[config.mk]
export PLATFORM = sky130hd
export DESIGN_NAME = fnd_scan_ctrl
export DESIGN_NICKNAME = d
export VERILOG_FILES = /design/src/rtl/fnd_pkg.sv /design/src/rtl/fnd_scan_ctrl_decoder.sv /design/src/rtl/fnd_scan_ctrl.sv
export SDC_FILE = /design/constraint.sdc
export NUM_CORES = 1
export LEC_CHECK = 0
export CORE_UTILIZATION = 50
export CTS_BUF_LIST = sky130_fd_sc_hd__clkbuf_8
export CTS_CLUSTER_SIZE = 8
export DETAILED_ROUTE_END_ITERATION = 6
export PLACE_DENSITY_LB_ADDON = 0.25
export SETUP_SLACK_MARGIN = 0.15
export SLEW_MARGIN = 10
export SYNTH_ARGS = -nofsm -noshare
export SYNTH_HDL_FRONTEND = slang
export SYNTH_SLANG_ARGS = --single-unit
export TNS_END_PERCENT = 100
[constraint.sdc]
create_clock -name clk -period 2.1 [get_ports clk]
set_input_delay 0.42 -clock clk [delete_from_list [all_inputs] [get_ports clk]]
set_output_delay 0.42 -clock clk [all_outputs]
set_load 0.01 [all_outputs]
[src/rtl/fnd_pkg.sv]
// Shared definitions for the FND scan controller: scan FSM states,
// digit count and the all-dark common/segment patterns.
package fnd_pkg;

    localparam int unsigned FND_DIGITS = 4;
    localparam logic [3:0]  COM_OFF    = 4'b1111;
    localparam logic [7:0]  SEG_OFF    = 8'hFF;
    localparam logic [6:0]  SEG_BLANK  = 7'h7F;

    typedef enum logic [1:0] {
        ST_OFF   = 2'd0,
        ST_BLANK = 2'd1,
        ST_DRIVE = 2'd2
    } scan_state_e;

    // Active-low one-cold common select for digit idx.
    function automatic logic [3:0] com_select(input logic [1:0] idx);
        return ~(4'b0001 << idx);
    endfunction

endpackage

[src/rtl/fnd_scan_ctrl_decoder.sv]
// Hex nibble to 7-segment glyph, active-low, segment order {a,b,c,d,e,f,g}.
module decoder_7seg (
    input  logic [3:0] hex_i,
    output logic [6:0] seg_o
);

    always_comb begin
        seg_o = 7'h7F;
        case (hex_i)
            4'h0: seg_o = 7'b000_0001;
            4'h1: seg_o = 7'b100_1111;
            4'h2: seg_o = 7'b001_0010;
            4'h3: seg_o = 7'b000_0110;
            4'h4: seg_o = 7'b100_1100;
            4'h5: seg_o = 7'b010_0100;
            4'h6: seg_o = 7'b010_0000;
            4'h7: seg_o = 7'b000_1111;
            4'h8: seg_o = 7'b000_0000;
            4'h9: seg_o = 7'b000_0100;
            4'hA: seg_o = 7'b000_1000;
            4'hB: seg_o = 7'b110_0000;
            4'hC: seg_o = 7'b011_0001;
            4'hD: seg_o = 7'b100_0010;
            4'hE: seg_o = 7'b011_0000;
            4'hF: seg_o = 7'b011_1000;
            default: seg_o = 7'h7F;
        endcase
    end

endmodule

[src/rtl/fnd_scan_ctrl.sv]
// Time-multiplexed 4-digit common-anode FND scanner with guard blanking,
// per-frame input snapshot, leading-zero blanking and decimal points.
module fnd_scan_ctrl
    import fnd_pkg::*;
#(
    parameter int unsigned REFRESH_DIV = 100_000,
    parameter int unsigned BLANK_CYC   = 4
) (
    input  logic        clk,
    input  logic        reset_n,
    input  logic        enable,
    input  logic [15:0] value,
    input  logic [3:0]  dp_en,
    input  logic        blank_lz,
    output logic [3:0]  com,
    output logic [7:0]  seg_7,
    output logic        frame_start
);

    localparam int unsigned CNT_MAX = (REFRESH_DIV > BLANK_CYC) ? REFRESH_DIV : BLANK_CYC;
    localparam int unsigned CNT_W   = $clog2(CNT_MAX);
    localparam int unsigned IDX_W   = $clog2(FND_DIGITS);

    localparam logic [CNT_W-1:0] BLANK_LAST = CNT_W'(BLANK_CYC - 1);
    localparam logic [CNT_W-1:0] DRIVE_LAST = CNT_W'(REFRESH_DIV - 1);
    localparam logic [IDX_W-1:0] IDX_LAST   = IDX_W'(FND_DIGITS - 1);

    scan_state_e      state_q, state_d;
    logic [CNT_W-1:0] cnt_q, cnt_d;
    logic [IDX_W-1:0] idx_q, idx_d;
    logic             init_q, init_d;
    logic             snap_load;

    logic [15:0]      value_snap_q;
    logic [3:0]       dp_snap_q;
    logic             blz_snap_q;

    logic [3:0]       com_q, com_d;
    logic [7:0]       seg_q, seg_d;
    logic             fs_q, fs_d;

    logic [3:0]       nibble;
    logic [6:0]       dec_seg;
    logic [3:0]       lz_blank;

    // init_q marks the reset-released BLANK so the first frame still
    // gets its own snapshot and frame_start on the first clock.
    always_comb begin
        state_d   = state_q;
        cnt_d     = cnt_q + CNT_W'(1);
        idx_d     = idx_q;
        init_d    = 1'b0;
        snap_load = 1'b0;
        if (!enable) begin
            state_d = ST_OFF;
            cnt_d   = '0;
        end else if (init_q) begin
            state_d   = ST_BLANK;
            idx_d     = '0;
            cnt_d     = '0;
            snap_load = 1'b1;
        end else begin
            case (state_q)
                ST_OFF: begin
                    state_d   = ST_BLANK;
                    idx_d     = '0;
                    cnt_d     = '0;
                    snap_load = 1'b1;
                end
                ST_BLANK: begin
                    if (cnt_q == BLANK_LAST) begin
                        state_d = ST_DRIVE;
                        cnt_d   = '0;
                    end
                end
                ST_DRIVE: begin
                    if (cnt_q == DRIVE_LAST) begin
                        state_d   = ST_BLANK;
                        cnt_d     = '0;
                        idx_d     = idx_q + IDX_W'(1);
                        snap_load = (idx_q == IDX_LAST);
                    end
                end
                default: begin
                    state_d   = ST_BLANK;
                    idx_d     = '0;
                    cnt_d     = '0;
                    snap_load = 1'b1;
                end
            endcase
        end
    end

    always_ff @(posedge clk or negedge reset_n) begin
        if (!reset_n) begin
            state_q <= ST_BLANK;
            cnt_q   <= '0;
            idx_q   <= '0;
            init_q  <= 1'b1;
        end else begin
            state_q <= state_d;
            cnt_q   <= cnt_d;
            idx_q   <= idx_d;
            init_q  <= init_d;
        end
    end

    always_ff @(posedge clk or negedge reset_n) begin
        if (!reset_n) begin
            value_snap_q <= '0;
            dp_snap_q    <= '0;
            blz_snap_q   <= 1'b0;
        end else if (snap_load) begin
            value_snap_q <= value;
            dp_snap_q    <= dp_en;
            blz_snap_q   <= blank_lz;
        end
    end

    // Digit k is blank only when it and every digit above it are zero.
    always_comb begin
        lz_blank    = '0;
        lz_blank[3] = blz_snap_q & (value_snap_q[15:12] == 4'h0);
        lz_blank[2] = lz_blank[3] & (value_snap_q[11:8] == 4'h0);
        lz_blank[1] = lz_blank[2] & (value_snap_q[7:4]  == 4'h0);
    end

    assign nibble = value_snap_q[{idx_q, 2'b00} +: 4];

    decoder_7seg u_dec (
        .hex_i (nibble),
        .seg_o (dec_seg)
    );

    always_comb begin
        com_d = COM_OFF;
        seg_d = SEG_OFF;
        fs_d  = snap_load;
        if (state_d == ST_DRIVE) begin
            com_d = com_select(idx_q);
            seg_d = {(lz_blank[idx_q] ? SEG_BLANK : dec_seg), ~dp_snap_q[idx_q]};
        end
    end

    always_ff @(posedge clk or negedge reset_n) begin
        if (!reset_n) begin
            com_q <= COM_OFF;
            seg_q <= SEG_OFF;
            fs_q  <= 1'b0;
        end else begin
            com_q <= com_d;
            seg_q <= seg_d;
            fs_q  <= fs_d;
        end
    end

    assign com         = com_q;
    assign seg_7       = seg_q;
    assign frame_start = fs_q;

endmodule

==> impl_metrics.ini, run 1 <==
[worst_setup_path]
r2r_slack_ps = -170
path_depth = 6
critPathKind = flip-flop to flip-flop
start_kind = flip-flop
crit_path_end = idx_q[1]
end_kind = flip-flop
cp_cell_sequence = ha_2, or4b_4, or4_4, a21oi_4, mux2_4, o22ai_1
cp_slowest_cell = or4_4
path_buf_inv = 0
critPathLaunch = cnt_q[1]
crit_required_ps = 2340
rr_worst_depth = 6
max_stage_delay_ps = 590
rr_endpoint = idx_q[1]
arrival_ps = 2510
r2r_start = cnt_q[1]
critPathTopFamily = simple AND/OR/NAND/NOR gates
crit_fanout = 2

[clock_network]
numCtsBuffers = 5
htreeDepth = 2
cts_root_buf = clkbuf_8
cts_max_path_buffers = 2
clkTransAtPathRegs_ps = 110
numClockSinks = 56
clock_latency_ps = 310
cts_tree = yes
postCtsHoldBufs = 0

[timing]
maxSlewHeadroom = 0.614
max_freq_mhz = 440
finalHoldViolations = 0
rsz0062_at_grt = yes
setup_viol = 40
finalCriticalPeriod_ps = 2270
worst_slack_ps = -171
holdWs_ps = 85.6
finalMaxSlewViolations = 0
worstMarginPinSlew_ps = 579
skew_ps = 11.2
finalCritPeriodShare = 1.08

[min_path]
min_path_type = primary input to asynchronous set/reset pin

[layout]
nets = 367
drive_above_1_share = 0.405
area_growth_pct = 31.8
diodes = 0
multi_input_area_um2 = 1620
nFillCells = 416
ff_latch_area_um2 = 1420
stdcell_count = 403

[logic_synthesis]
post-synth-top-count-cell = dfrtp_1
synth_fp_nets = 293
synth_fa_ha_area_frac = 0.0537
synth_compound_area_frac = 0.0533
synth_top_area_frac = 0.347
ys_async_sr_fraction = 1.00
ys_seq_elements = 56
muxShareOfSynthArea = 0.164
synth_top_family_by_area = simple AND/OR/NAND/NOR gates
synth-main-ff-cell = dfrtp_1
yosys-top-cells-area = dfrtp_1 (35%), dfstp_2 (12%), mux2_4 (9.4%)
synth-xor-area-share = 0.0549
ys_seq_area_frac = 0.468
synth.distinct_cells = 48
synth_area_um2 = 3030
synth_area_per_cell_um2 = 11.8
synth_warnings = 0
syn_inst = 256
yosys.area_share.simple = 0.166
netlist_top_cells_count = dfrtp_1 (42), nand2_1 (22), mux2_4 (19)
synth_edf_count = 0
synth_largest_area_cell = dfrtp_1

[global_route]
grt_pass1_wl_mm = 10.5
grt_start_max_net_pins = 57
grt_pass1_vias = 2197
gr-usage-all-layers = 0.218
grt_overflow = 0
antenna_found_initial = 0

[placed_design]
dp_cells = 385
dp_hpwl_mm = 4.03
place_congestion = 0.893
post-place-ws_ps = -187
io_buffers = 36

[floorplanning]
pin_count = 37
start_util = 0.534
die_area_um2 = 6370
die_h_um = 79.8
num_rows = 27
dieWidth_um = 79.8
core_um2 = 5680

[run]
cap_violations = 0

[routing]
routed_wl_mm = 6.15
drc = 0
vias = 2171
firstDrtPassIters = 4
wl_per_cell_um = 15.3
drtIter0Drc = 123
postRouteAntennaNets = 0
via_per_inst = 5.39

[pwr]
p_per_area_nw_per_um2 = 587
ir_drop_v = 0.000341
p_leak_nw = 1.65

[outcome]
violations = setup timing
status = complete, but fails checks
[layer usage]
layer | part of all wire | global-route usage | routed length [µm] | vias to the layer above
li1 | - | - | - | 1053
met1 | 0.47 | 0.310 | 2920 | 1059
met2 | 0.48 | 0.344 | 2930 | 53
met4 | 0.0084 | 0.0518 | 52 | 0
met5 | 0 | 0 | 0 | -
met3 | 0.040 | 0.0411 | 244 | 6
[state kept, by name, summed over array words and instances, names as in the netlist]
register	flops
blz_snap_q	1
cnt_q	17
com	4
dp_snap_q	4
frame_start	1
idx_q	2
init_q	1
seg_7	8
state_q	2
value_snap_q	16
[cell usage in the layout (no fill, tap or decap), types with 2 or more instances in the layout]
cell type,Yosys,final
dfrtp_1,42,41
clkdlybuf4s50_1,0,35
buf_4,0,33
mux2_4,19,20
nand2_1,22,15
dfstp_2,14,14
nor2_2,10,13
nor2_1,17,12
ha_1,13,12
xor2_1,11,11
nand3_1,10,10
inv_1,11,9
nand4_1,9,9
nand2_2,1,8
xnor2_1,8,8
nor4_1,7,7
mux4_2,6,6
mux2_2,5,5
clkbuf_8,0,5
o21ai_0,4,4
a21oi_1,3,3
nand3_4,1,3
buf_12,1,3
a41oi_1,2,2
or4_4,2,2
inv_2,0,2
o22ai_1,2,2
a31oi_1,2,2
o211ai_1,2,2
and3_1,2,2
nor2_4,0,2
nor3_1,2,2
or2_2,2,2
buf_6,2,2
[cells by family (layout without fill, tap and decap cells)]
kind of cell,Yosys count,count (layout)
AOI/OAI and AO/OA,23,23
xor gates and xnor gates,19,19
adders and majority gates,13,13
buffers and inverters,21,94
DFF,56,56
muxes,32,32
other,1,1
and+or+nand+nor,91,93
[per-stage QoR]
stage | setup TNS (ps) | utilization | cell area, µm² | power, mW
finish | -4990 | 0.703 | 3990 | 2.34
global placement | -3040 | 0.649 | 3690 | 1.60
CTS | -4810 | 0.694 | 3940 | 2.35
floorplan | -5010 | - | 3050 | 1.47
detailed placement | -5520 | 0.649 | 3690 | 1.61
global route | -8220 | 0.703 | 3990 | 2.45
[worst reg2reg max path, delay by kind of cell (launching register included)]
kind                     cells  cell delay (ps)
flip-flops                   1              380
AO/OA/AOI/OAI                2              250
adder cells (fa/ha/maj)      1              190
AND/OR/NAND/NOR              2             1080
multiplexers                 1              310
[layout make-up]
| cell class | count | area share |
|---|---|---|
| clock buffers | 5 | 0.0172 |
| clock inverters | 3 | 0.0107 |
| inverters | 11 | 0.0103 |
| multi-input cells | 181 | 0.405 |
| flip-flops and latches | 56 | 0.356 |
| well taps | 72 | 0.0226 |
| repair buffers | 75 | 0.179 |
[what timing repair did]
action / CTS / global route
pin swaps: 7 / 21
setup buffers: 6 / 1
endpoints found under the setup margin: 53 / 54
gates cloned: 2 / 1
resized for setup: 18 / 10
[power breakdown]
| part | leakage (nW) | internal [mW] | switching, mW |
|---|---|---|---|
| sequential | 0.683 | 1.14 | 0.0586 |
| combinational | 0.909 | 0.249 | 0.180 |
| clock | 0.0558 | 0.354 | 0.360 |
| total | 1.65 | 1.75 | 0.598 |
[how the worst min path moves through the flow]
| stage | startpoint | to | slack (ps) | depth (start not counted) |
|---|---|---|---|---|
| after floorplan | reset_n | blz_snap_q | 120 | 0 |
| after global placement | reset_n | blz_snap_q | 430 | 2 |
| after detailed placement | reset_n | blz_snap_q | 440 | 2 |
| after CTS | reset_n | blz_snap_q | 100 | 2 |
| after global routing | reset_n | value_snap_q[9] | 100 | 2 |
| final | reset_n | value_snap_q[9] | 90 | 2 |
(Power assumes the default switching activity.)
==> inputs of run 2 (changes only) <==
- PLACE_DENSITY: not set -> 0.85
- PLACE_DENSITY_LB_ADDON: 0.25 -> not set
==> impl_metrics.ini, run 2 (synthesized netlist as in run 1, its figures left out) <==
[routing]
firstDrtPassIters = 4
postRouteAntennaNets = 0
drc = 0
vias = 2297
wl_per_cell_um = 17.3
routed_wl_mm = 7.02
drtIter0Drc = 252
via_per_inst = 5.67

[placed_design]
dp_hpwl_mm = 4.42
place_congestion = 0.873
io_buffers = 36
dp_cells = 388
place_area_um2 = 3680
post-place-ws_ps = -225

[floorplanning]
die_h_um = 79.8
start_util = 0.534
num_rows = 27
die_area_um2 = 6370
pin_count = 37
core_um2 = 5680
dieWidth_um = 79.8

[global_route]
grt_pass1_wl_mm = 11.4
grt_pass1_vias = 2293
antenna_found_initial = 0
grt_start_max_net_pins = 24
gr-usage-all-layers = 0.239
grt_overflow = 0

[layout]
final_cell_mix = dfrtp_1 (41), buf_4 (38), clkdlybuf4s50_1 (35)
layout_commonest_cell = dfrtp_1
stdcell_count = 405
area_growth_pct = 31.0
drive_above_1_share = 0.399
diodes = 0
multi_input_area_um2 = 1630
nets = 369
final_area_um2 = 3970
nFillCells = 363
largest_reg_flops = 17
ff_latch_area_um2 = 1420
regMostFlops = cnt_q
final_util = 0.699

[clock_network]
cts_root_buf = clkbuf_8
cts_max_path_buffers = 2
postCtsHoldBufs = 0
numClockSinks = 56
htreeDepth = 2
cts_tree = yes
numCtsBuffers = 5
clock_latency_ps = 320
clkTransAtPathRegs_ps = 100

[run]
cap_violations = 0

[outcome]
status = complete, but fails checks
violations = setup timing

[timing]
worstMarginPinSlew_ps = 634
finalCritPeriodShare = 1.08
setup_viol = 40
finalCriticalPeriod_ps = 2280
finalHoldViolations = 0
rsz0062_at_grt = yes
max_freq_mhz = 439
skew_ps = 10.8
maxSlewHeadroom = 0.577
finalMaxSlewViolations = 0
holdWs_ps = 53.2
setup_tns_ps = -5360
worst_slack_ps = -175

[worst_setup_path]
arrival_ps = 2530
rr_worst_depth = 6
max_stage_delay_ps = 560
start_kind = flip-flop
critPathKind = flip-flop to flip-flop
crit_required_ps = 2350
cp_cell_sequence = ha_4, or4b_4, or4_4, a21oi_4, mux2_4, o22ai_2
critPathTopFamily = simple AND/OR/NAND/NOR gates
cp_slowest_cell = or4_4
path_buf_inv = 0
rr_endpoint = idx_q[1]
crit_fanout = 2
r2r_start = cnt_q[0]
r2r_slack_ps = -180
path_depth = 6
end_kind = flip-flop

[min_path]
min_path_type = primary input to asynchronous set/reset pin

[pwr]
p_per_area_nw_per_um2 = 594
power_mw = 2.36
p_leak_nw = 1.65
ir_drop_v = 0.000449
==> run 2: cell count changes in the layout (fill, tap and decap cells not counted), moves of 2 or more <==
cell	delta
o22ai_1	-2
buf_4	+5
o22ai_2	+2
nor2_1	+3
buf_12	-2
nor2_2	-2
==> run 2: cell type report <==
cell class	count	share of cell area
multi-input combinational	182	0.412
sequential	56	0.358
timing repair buffer	76	0.169
tap	72	0.0227
clock buffer	5	0.0173
clock inverter	3	0.0107
inverter	11	0.0104
==> run 2: worst max-delay path by stage <==
stage,slack (ps),end,start
floorplan,-190,cnt_q[11],cnt_q[0]
global placement,-170,cnt_q[7],cnt_q[1]
detailed placement,-220,cnt_q[5],cnt_q[1]
CTS,-150,idx_q[1],cnt_q[1]
global route,-240,value_snap_q[5],cnt_q[0]
finish,-180,idx_q[1],cnt_q[0]
==> run 2: timing repair <==
| item | 4_1_cts | 5_1_grt |
|---|---|---|
| endpoints found under the setup margin | 53 | 53 |
| pin swaps | 6 | 16 |
| setup buffers | 3 | 3 |
| resized for setup | 17 | 9 |
| gates cloned | 3 | 0 |
==> run 2: report_power, final <==
group          internal (mW)  switching [mW]
registers               1.14          0.0584
clock network          0.354           0.364
logic                  0.249           0.190
total                   1.74           0.613
==> run 2: routing by layer <==
metal | vias to the layer above | GRT usage | wire length, µm
met4 | 0 | 0.0893 | 189
met5 | - | 0 | 0
met3 | 18 | 0.0411 | 292
met2 | 73 | 0.390 | 3510
met1 | 1146 | 0.318 | 3020
li1 | 1060 | - | -
